<file path="src/rtl/generators.sv">
// Pseudo-random 4-bit number source: two Fibonacci LFSRs (16-bit and 7-bit)
// whose low nibbles are XOR-mixed into a registered result.
module generators #(
    parameter logic [15:0] SEED_A = 16'hACE1,
    parameter logic [6:0]  SEED_B = 7'h5B
) (
    input  logic       clk,
    input  logic       rst,
    input  logic       enable,
    output logic [0:3] result
);

    localparam int unsigned A_W = 16;
    localparam int unsigned B_W = 7;
    localparam int unsigned R_W = 4;

    // A zero seed would lock an LFSR, so it is replaced by 1.
    localparam logic [A_W-1:0] A_INIT = (SEED_A == '0) ? A_W'(1) : SEED_A;
    localparam logic [B_W-1:0] B_INIT = (SEED_B == '0) ? B_W'(1) : SEED_B;
    localparam logic [R_W-1:0] R_INIT = A_INIT[R_W-1:0] ^ B_INIT[R_W-1:0];

    logic [A_W-1:0] a_q;
    logic [A_W-1:0] a_nxt;
    logic [B_W-1:0] b_q;
    logic [B_W-1:0] b_nxt;
    logic [R_W-1:0] r_q;
    logic [R_W-1:0] r_nxt;

    // Next-state: step both LFSRs when enabled; recover from zero by loading 1.
    always_comb begin
        a_nxt = a_q;
        b_nxt = b_q;
        r_nxt = r_q;
        if (enable) begin
            if (a_q == '0) begin
                a_nxt = A_W'(1);
            end else begin
                a_nxt = {a_q[A_W-2:0], a_q[15] ^ a_q[13] ^ a_q[12] ^ a_q[10]};
            end
            if (b_q == '0) begin
                b_nxt = B_W'(1);
            end else begin
                b_nxt = {b_q[B_W-2:0], b_q[6] ^ b_q[5]};
            end
            r_nxt = a_nxt[R_W-1:0] ^ b_nxt[R_W-1:0];
        end
    end

    // State registers with synchronous reset taking priority over enable.
    always_ff @(posedge clk) begin
        if (rst) begin
            a_q <= A_INIT;
            b_q <= B_INIT;
            r_q <= R_INIT;
        end else begin
            a_q <= a_nxt;
            b_q <= b_nxt;
            r_q <= r_nxt;
        end
    end

    // result[0] is the MSB: r_q[3] lands on result[0].
    assign result = r_q;

endmodule

</file>
<file path="config.mk">
export PLATFORM = sky130hd
export DESIGN_NAME = generators
export DESIGN_NICKNAME = d
export VERILOG_FILES = /design/src/rtl/generators.sv
export SDC_FILE = /design/constraint.sdc
export NUM_CORES = 1
export LEC_CHECK = 0
export BUFFER_PORTS_ARGS = -buffer_cell sky130_fd_sc_hd__buf_2
export CORE_ASPECT_RATIO = 1.5
export CORE_MARGIN = 1
export CORE_UTILIZATION = 30
export DETAILED_ROUTE_END_ITERATION = 8
export SETUP_SLACK_MARGIN = 0.05
export SLEW_MARGIN = 20
export SYNTH_ARGS = -nofsm -noshare
export SYNTH_HDL_FRONTEND = slang
export SYNTH_SLANG_ARGS = --single-unit
</file>
<file path="constraint.sdc">
create_clock -name clk -period 1.7 [get_ports clk]
set_input_delay 0.085 -clock clk [delete_from_list [all_inputs] [get_ports clk]]
set_output_delay 0.085 -clock clk [all_outputs]
set_load 0.01 [all_outputs]
</file>
==> results of run 1 <==
==> synthesized netlist by cell type (all sizes together) <==
cell / count
mux2i: 10
clkbuf: 5
o32ai: 1
nand4: 2
a21oi: 1
or4: 1
dfxtp: 27
o21bai: 2
and2: 9
a211oi: 1
xnor2: 6
a211o: 14
nor4: 4
inv: 1
and3: 1
nor2: 15
buf: 2
o21ai: 1
nor2b: 3
==> stage by stage <==
step	hold WS, ps	utilization (%)	total power [mW]	setup slack (ps)
global route	276	34.9	1.31	125
detailed placement	454	33.6	0.907	267
finish	252	34.9	1.24	264
global placement	446	33.6	0.902	290
floorplan	323	-	0.863	380
CTS	250	34.9	1.26	240
==> sequential cells by signal (all words and copies together), names as in the netlist <==
name / flops
a_q: 16
b_q: 7
result: 4
==> cells by family after synthesis <==
group / Yosys count / synth area share (%)
buffers and inverters: 8 / 2.90
AND/OR/NAND/NOR: 35 / 17.1
AO/OA/AOI/OAI: 20 / 15.8
flip-flops: 27 / 50.1
XOR/XNOR: 6 / 4.87
multiplexers: 10 / 9.28
==> how the worst max path moves through the flow <==
stage	to	slack, ps	start
floorplan	result[3]	380	b_q[1]
global placement	result[3]	290	a_q[9]
detailed placement	result[3]	270	a_q[6]
CTS	result[3]	240	a_q[6]
global route	result[3]	120	a_q[6]
finish	result[3]	260	a_q[6]
==> placed cells by master (no fill, tap or decap) <==
cell / n
clkbuf_8: 3
and3_1: 1
xnor2_1: 6
o21bai_1: 2
dfxtp_1: 27
inv_1: 1
buf_2: 6
or4_1: 1
nor2_1: 15
nand4_1: 2
buf_4: 2
and2_1: 8
mux2i_1: 10
a211o_1: 12
a21oi_1: 1
nor4_1: 4
and2_2: 1
a211oi_1: 1
clkbuf_1: 1
o32ai_1: 1
a211o_2: 2
nor2b_1: 3
o21ai_2: 1
==> where the power goes <==
| group | switching, mW | total, mW | leakage (nW) | internal [mW] |
|---|---|---|---|---|
| Clock | 0.186 | 0.354 | 0.0228 | 0.168 |
| Combinational | 0.0782 | 0.163 | 0.245 | 0.0849 |
| Sequential | 0.0424 | 0.727 | 0.224 | 0.684 |
==> metal layers <==
layer  routed length (um)  up-vias  track usage [%]
li1                     -      385                -
met5                    0        -                0
met3                   37        5             1.40
met4                   54        0             8.33
met2                  870        8             18.4
met1                  863      358             12.8
==> area by class of cell <==
class | instances | area, um2
Tap cell | 42 | 52.6
Sequential cell | 27 | 541
Clock buffer | 4 | 45.0
Multi-Input combinational cell | 71 | 507
Timing Repair Buffer | 8 | 45.0
Fill cell | 366 | 2220
Inverter | 1 | 3.75
==> worst max-delay path, delay by kind of cell (launching register included) <==
family	cells	cell delay, ps
and+or+nand+nor	3	740
AOI/OAI and AO/OA	1	290
DFF	1	320
==> out/metrics.yaml, run 1 <==
pin_count: 7
avgSynthCellArea_um2: 10.2
period_needed_ps: 1440
startpoint_type: "register"
r2r_end: "result[3]"
wl_per_cell_um: 11.9
drive_above_1_share_pct: 13.5
hold_viol_final: 0
layout.cells.non_filler: 153
htreeDepth: 1
cp-end-kind: "register"
postRouteAntennaNets: 0
antenna_found_initial: 0
min_to: "a_q[4]"
timing.final.crit_share_pct: 84.4
crit_arrival_ps: 1610
drv_slew: 0
syn2layout_area_growth_pct: 10.7
fin_area_um2: 1190
crit_chain: "nor4_1 > nand4_1 > and3_1 > o32ai_1"
via_per_inst: 4.94
fp.dieH_um: 75.4
numPlacedInstances: 149
power_leakage_nw: 0.492
dieWidth_um: 51.0
start_util_pct: 31.6
drc_errors: 0
r2r_setup_slack_ps: 260
clkTransAtPathRegs_ps: 80
grt_pass1_vias: 702
place_congestion: 0.702
yosys.area.top_type: "dfxtp_1"
cts_hold_buf: 0
finalSetupViolations: 0
wirelength_mm: 1.83
min_path_cells: 2
ys_types: 22
cts_setup_buffers: 0
r2r_cells: 4
drt_iter0_markers: 19
slew_headroom_pct: 67.3
p_per_area_nw_per_um2: 1040
grt_max_degree: 30
drv_cap: 0
grt_pass1_wl_mm: 3.13
syn_inst: 106
coreArea_um2: 3420
hp-class: "in -> reg"
max_stage_delay_ps: 360
cts_sinks: 27
worstPathRequired_ps: 1870
synthesis.nets: 109
worst_pin_slew_ps: 490
nNetsFinal: 115
rsz0062_at_grt: "no"
antenna_cells: 0
syn_area_um2: 1080
cts_tree: "yes"
worstReg2RegStart: "a_q[6]"
synthTopCellsByArea: "dfxtp_1, a211o_1, mux2i_1"
status: "complete, no violations"
grt_overflow: 0
cts_resized: 0
crit_type: "reg -> reg"
die_area_um2: 3840
rows: 26
dr.pass1.iters: 2
root_buffer: "clkbuf_8"
slowest_stage: "nor4_1"
max_freq_mhz: 697
ir_worst_vdd_uv: 512
yosys_warnings: 0
setup_tns_ps: 0
numCtsBuffers: 3
dr_total_vias: 756
crit_fanout: 3
synth_seq_area_share_pct: 50.1
clock_skew_ps: 1.94
port_buffers: 6
placed_area_um2: 1150
clk_latency_ps: 270
hp-start: "rst"
clock_path_buffers: 2
ys_ff_latch: 27
post-synth-top-area-fraction_pct: 50.1
grtUsageTotal_pct: 11.0
(Power assumes the default switching activity.)
==> run 2: changes to the inputs <==
clock period = 1.2 ns   (was 1.7 ns; I/O delays follow)
==> out/metrics.yaml, run 2 (synthesis gave the netlist of run 1 again) <==
grt_pass1_wl_mm: 3.39  # +8.1%
period_needed_ps: 1370  # -63.9 ps
cts_sinks: 27  # unchanged
clock_skew_ps: 3.48  # +1.53 ps
pin_count: 7  # unchanged
cts_tree: "yes"
start_util_pct: 31.6  # unchanged
largest_reg_flops: 16  # unchanged
cp-end-kind: "register"
r2r_cells: 4  # unchanged
slowest_stage: "or4_4"
dr_total_vias: 832  # +10%
ir_worst_vdd_uv: 912  # +78%
drc_errors: 0  # unchanged
finalSetupViolations: 2  # +2
top_register: "a_q"
drt_iter0_markers: 12  # -7
place_congestion: 0.762  # +8.7%
crit_type: "reg -> reg"
p_per_area_nw_per_um2: 1300  # +25%
grtUsageTotal_pct: 11.8  # +0.76 points
violations: "negative setup slack"
htreeDepth: 1  # unchanged
antenna_found_initial: 0  # unchanged
crit_chain: "or4_4 > o21ai_4 > and2_4 > o32ai_1"
hold_viol_final: 0  # unchanged
wl_per_cell_um: 12.6  # +5.9%
dr.pass1.iters: 3  # +1
max_stage_delay_ps: 540  # +180 ps
slew_headroom_pct: 66.7  # -0.63 points
postRouteAntennaNets: 0  # unchanged
crit_fanout: 2  # -1
hp-class: "in -> reg"
min_path_cells: 2  # unchanged
worst_pin_slew_ps: 500  # +9.53 ps
startpoint_type: "register"
place_hpwl_mm: 1.48
power_leakage_nw: 0.618  # +26%
via_per_inst: 4.81  # -2.7%
rsz0062_at_grt: "yes"
numCtsBuffers: 3  # unchanged
drive_above_1_share_pct: 35.1  # +22 points
fin_util_pct: 42.2  # +7.3 points
status: "finished with violations"
fp.dieH_um: 75.4  # unchanged
drv_slew: 0  # unchanged
die_area_um2: 3840  # unchanged
grt_pass1_vias: 805  # +15%
numPlacedInstances: 168  # +13%
grt_overflow: 0  # unchanged
nNetsFinal: 135  # +17%
drv_cap: 0  # unchanged
rows: 26  # unchanged
final_common_cell: "dfxtp_1"
timing.final.crit_share_pct: 114  # +30 points
coreArea_um2: 3420  # unchanged
crit_arrival_ps: 1500  # -110 ps
clkTransAtPathRegs_ps: 90  # about the same
antenna_cells: 0  # unchanged
port_buffers: 6  # unchanged
layout.cells.non_filler: 173  # +13%
fill_cells: 339  # -7.4%
dieWidth_um: 51.0  # unchanged
wirelength_mm: 2.19  # +20%
cts_hold_buf: 0  # unchanged
setup_slack_ps: -172  # -436 ps
final_cell_mix: "dfxtp_1, buf_4, nor2_1, a211o_1, mux2i_1"
root_buffer: "clkbuf_8"
setup_tns_ps: -269  # -269 ps
clock_path_buffers: 2  # unchanged
worstPathRequired_ps: 1330  # -540 ps
grt_max_degree: 29  # -3.3%
clk_latency_ps: 260  # about the same
max_freq_mhz: 729  # +4.7%
syn2layout_area_growth_pct: 33.6
## run 2: cell count changes in the layout (fill, tap and decap cells not counted), moves of 2 or more
cell     before  now
buf_4         2   19
dfxtp_1      27   23
nor4_1        4    0
dfxtp_2       0    3
nor4_2        0    3
buf_12        0    2
xnor2_1       6    4
xnor2_2       0    2
## run 2: worst max-delay path: cells and delay by family (launching register included)
family	cells	cell delay, ps
and+or+nand+nor	2	700
AOI/OAI and AO/OA	2	230
DFF	1	330
## run 2: timing repair
action / 4_1_cts / 5_1_grt
buffers inserted: 1 / 0
pin swaps: 5 / 2
resized for setup: 10 / 4
setup endpoints to repair: 3 / 3
gates cloned: 0 / 0
## run 2: layout make-up
class | instances | area, um2 | area share [%]
clock buffer | 4 | 45.0 | 3.13
inverter | 1 | 3.75 | 0.260
multi-input combinational | 71 | 568 | 39.4
tap | 42 | 52.6 | 3.65
timing repair buffer | 28 | 224 | 15.5
sequential | 27 | 548 | 38.0
## run 2: path summary, 6_finish.rpt
| path | start | end | slack, ps |
|---|---|---|---|
| setup / recovery | b_q[4] | result[3] | -170 |
| hold / removal | enable | result[1] | 190 |
| setup reg to reg | b_q[4] | result[3] | -170 |
| hold reg to reg | result[2] | result[2] | 470 |
## run 2: layer usage
metal	part of all wire, %	track usage, %
met5	0	0
met4	1.2	6.79
met3	1.6	2.00
met2	50	20.5
met1	47	13.6
## run 2: power by group
part,leakage (nW),internal [mW],switching (mW)
clock,0.0228,0.237,0.258
sequential,0.224,0.971,0.0595
combinational,0.371,0.198,0.147
total,0.618,1.41,0.465
## run 2: through the flow
stage	setup slack [ps]	power, mW	instance area, um2	hold WS, ps
floorplan	-98.9	1.23	1080	298
global placement	-161	1.34	1310	445
detailed placement	-168	1.35	1310	454
CTS	-169	1.88	1420	174
global route	-197	1.96	1440	208
finish	-172	1.87	1440	188
==> run 3: changes to the inputs <==
SETUP_SLACK_MARGIN = 0.15   (was 0.05)
SLEW_MARGIN = unset   (was 20)
==> out/metrics.yaml, run 3 (synthesis gave the netlist of run 1 again) <==
status: "finished with violations"
violations: "negative setup slack"
crit_fanout: 2  # unchanged
coreArea_um2: 3420  # unchanged
place_congestion: 0.756  # -0.88%
switching_power_uw: 488  # +4.9%
drt_iter0_markers: 19  # +7
crit_start: "b_q[1]"
fin_util_pct: 41.6  # -0.59 points
worstReg2RegStart: "b_q[1]"
grt_overflow: 0  # unchanged
swShare_pct: 25.6  # +0.75 points
rows: 26  # unchanged
period_needed_ps: 1360  # -8.96 ps
hold_viol_final: 0  # unchanged
cts_sinks: 27  # unchanged
pwr-share-seq_pct: 54.0  # -1.1 points
dr.pass1.iters: 4  # +1
clock_skew_ps: 2.98  # -0.492 ps
numPlacedInstances: 169  # +0.60%
fill_cells: 348  # +2.7%
clk_latency_ps: 270  # about the same
wirelength_mm: 2.13  # -2.7%
fin_area_um2: 1420  # -1.4%
top_register: "a_q"
pin_count: 7  # unchanged
seq_area_um2: 548  # unchanged
grt_pass1_wl_mm: 3.63  # +7.1%
startpoint_type: "register"
cts_hold_buf: 0  # unchanged
via_per_inst: 4.87  # +1.2%
syn2layout_area_growth_pct: 31.8
ir_worst_vdd_uv: 565  # -38%
met2_usage_pct: 21.8  # +1.3 points
drv_cap: 0  # unchanged
setup_slack_ps: -163  # +8.96 ps
use_met1_pct: 14.8  # +1.2 points
largest_reg_flops: 16  # unchanged
place_worst_setup_slack_ps: -211  # -42.3 ps
drv_slew: 0  # unchanged
place_hpwl_mm: 1.50  # +1.3%
max_freq_mhz: 734  # +0.66%
power_leakage_nw: 0.606  # -2.1%
htreeDepth: 1  # unchanged
drive_above_1_share_pct: 37.4  # +2.3 points
rsz0062_at_grt: "yes"
clock_path_buffers: 2  # unchanged
placed_area_um2: 1300  # -0.38%
port_buffers: 6  # unchanged
dieWidth_um: 51.0  # unchanged
comb_power_share_pct: 18.7  # +0.2 points
top_usage_layer: "met2"
final_cell_mix: "dfxtp_1, buf_4, nor2_1, a211o_1, mux2i_1"
dr_total_vias: 842  # +1.2%
antenna_cells: 0  # unchanged
cts_tree: "yes"
grt_pass1_vias: 784  # -2.6%
drc_errors: 0  # unchanged
finalSetupViolations: 2  # unchanged
nNetsFinal: 135  # unchanged
antenna_found_initial: 0  # unchanged
layout.cells.non_filler: 173  # unchanged
crit_type: "reg -> reg"
postRouteAntennaNets: 0  # unchanged
slew_headroom_pct: 65.9  # -0.79 points
use_met3_pct: 3.59  # +1.6 points
grt_max_degree: 29  # unchanged
wl_per_cell_um: 12.3  # -2.7%
clkTransAtPathRegs_ps: 90  # about the same
worstPathRequired_ps: 1340  # about the same
grtUsageTotal_pct: 13.0  # +1.2 points
hp-start: "rst"
multi_input_area_um2: 573  # +0.88%
clock_power_share_pct: 27.3  # +0.8 points
crit_arrival_ps: 1510  # about the same
die_area_um2: 3840  # unchanged
worst_pin_slew_ps: 511  # +11.8 ps
cp-end-kind: "register"
timing.final.crit_share_pct: 114  # -0.75 points
p_per_area_nw_per_um2: 1340  # +3.3%
fp.dieH_um: 75.4  # unchanged
root_buffer: "clkbuf_8"
hp-class: "in -> reg"
cts_setup_buffers: 0  # -1
p_int_mw: 1.42  # +0.85%
start_util_pct: 31.6  # unchanged
numCtsBuffers: 3  # unchanged
==> run 3: layout make-up <==
class / instances / area share, %
clock buffer: 4 / 3.17
inverter: 1 / 0.264
multi-input combinational: 71 / 40.3
sequential: 27 / 38.6
tap: 42 / 3.70
timing repair buffer: 28 / 14.0
==> run 3: routing by layer <==
| layer | vias to the layer above | part of all wire [%] |
|---|---|---|
| li1 | 423 | - |
| met5 | - | 0 |
| met2 | 9 | 47 |
| met3 | 5 | 2.8 |
| met1 | 405 | 48 |
| met4 | 0 | 2.2 |
==> run 3: power groups by stage <==
stage          sequential [mW]  clock (mW)  combinational, mW
4_1_cts                   1.03       0.527              0.360
6_report                  1.03       0.519              0.357
2_1_floorplan             1.05           0              0.179
5_1_grt                   1.04       0.568              0.392
3_3_place_gp              1.03           0              0.326
3_5_place_dp              1.04           0              0.331
==> run 3: through the flow <==
stage	hold slack (ps)	setup TNS, ps	total power, mW
2_1_floorplan	298	-128	1.22
3_3_place_gp	444	-296	1.36
3_5_place_dp	453	-365	1.37
4_1_cts	233	-324	1.92
5_1_grt	248	-426	2.00
6_report	231	-267	1.91
==> run 3: timing repair <==
item	CTS	global route
gates resized for setup	14	2
endpoints found under the setup margin	3	5
pin swaps	6	4
==> run 3: worst max-delay path, cell delays in order (launching register included) <==
cell and delay [ps]:
dfxtp_2 330, or4_4 540, o21ai_4 140, and2_4 160
o32ai_2 60
==> run 3: final timing paths <==
check / endpoint / slack (ps) / cells after the start
worst min register to register: result[2] / 470 / 1
worst min-delay path: b_q[5] / 230 / 2
worst max-delay path: result[3] / -160 / 4
worst max register to register: result[3] / -160 / 4
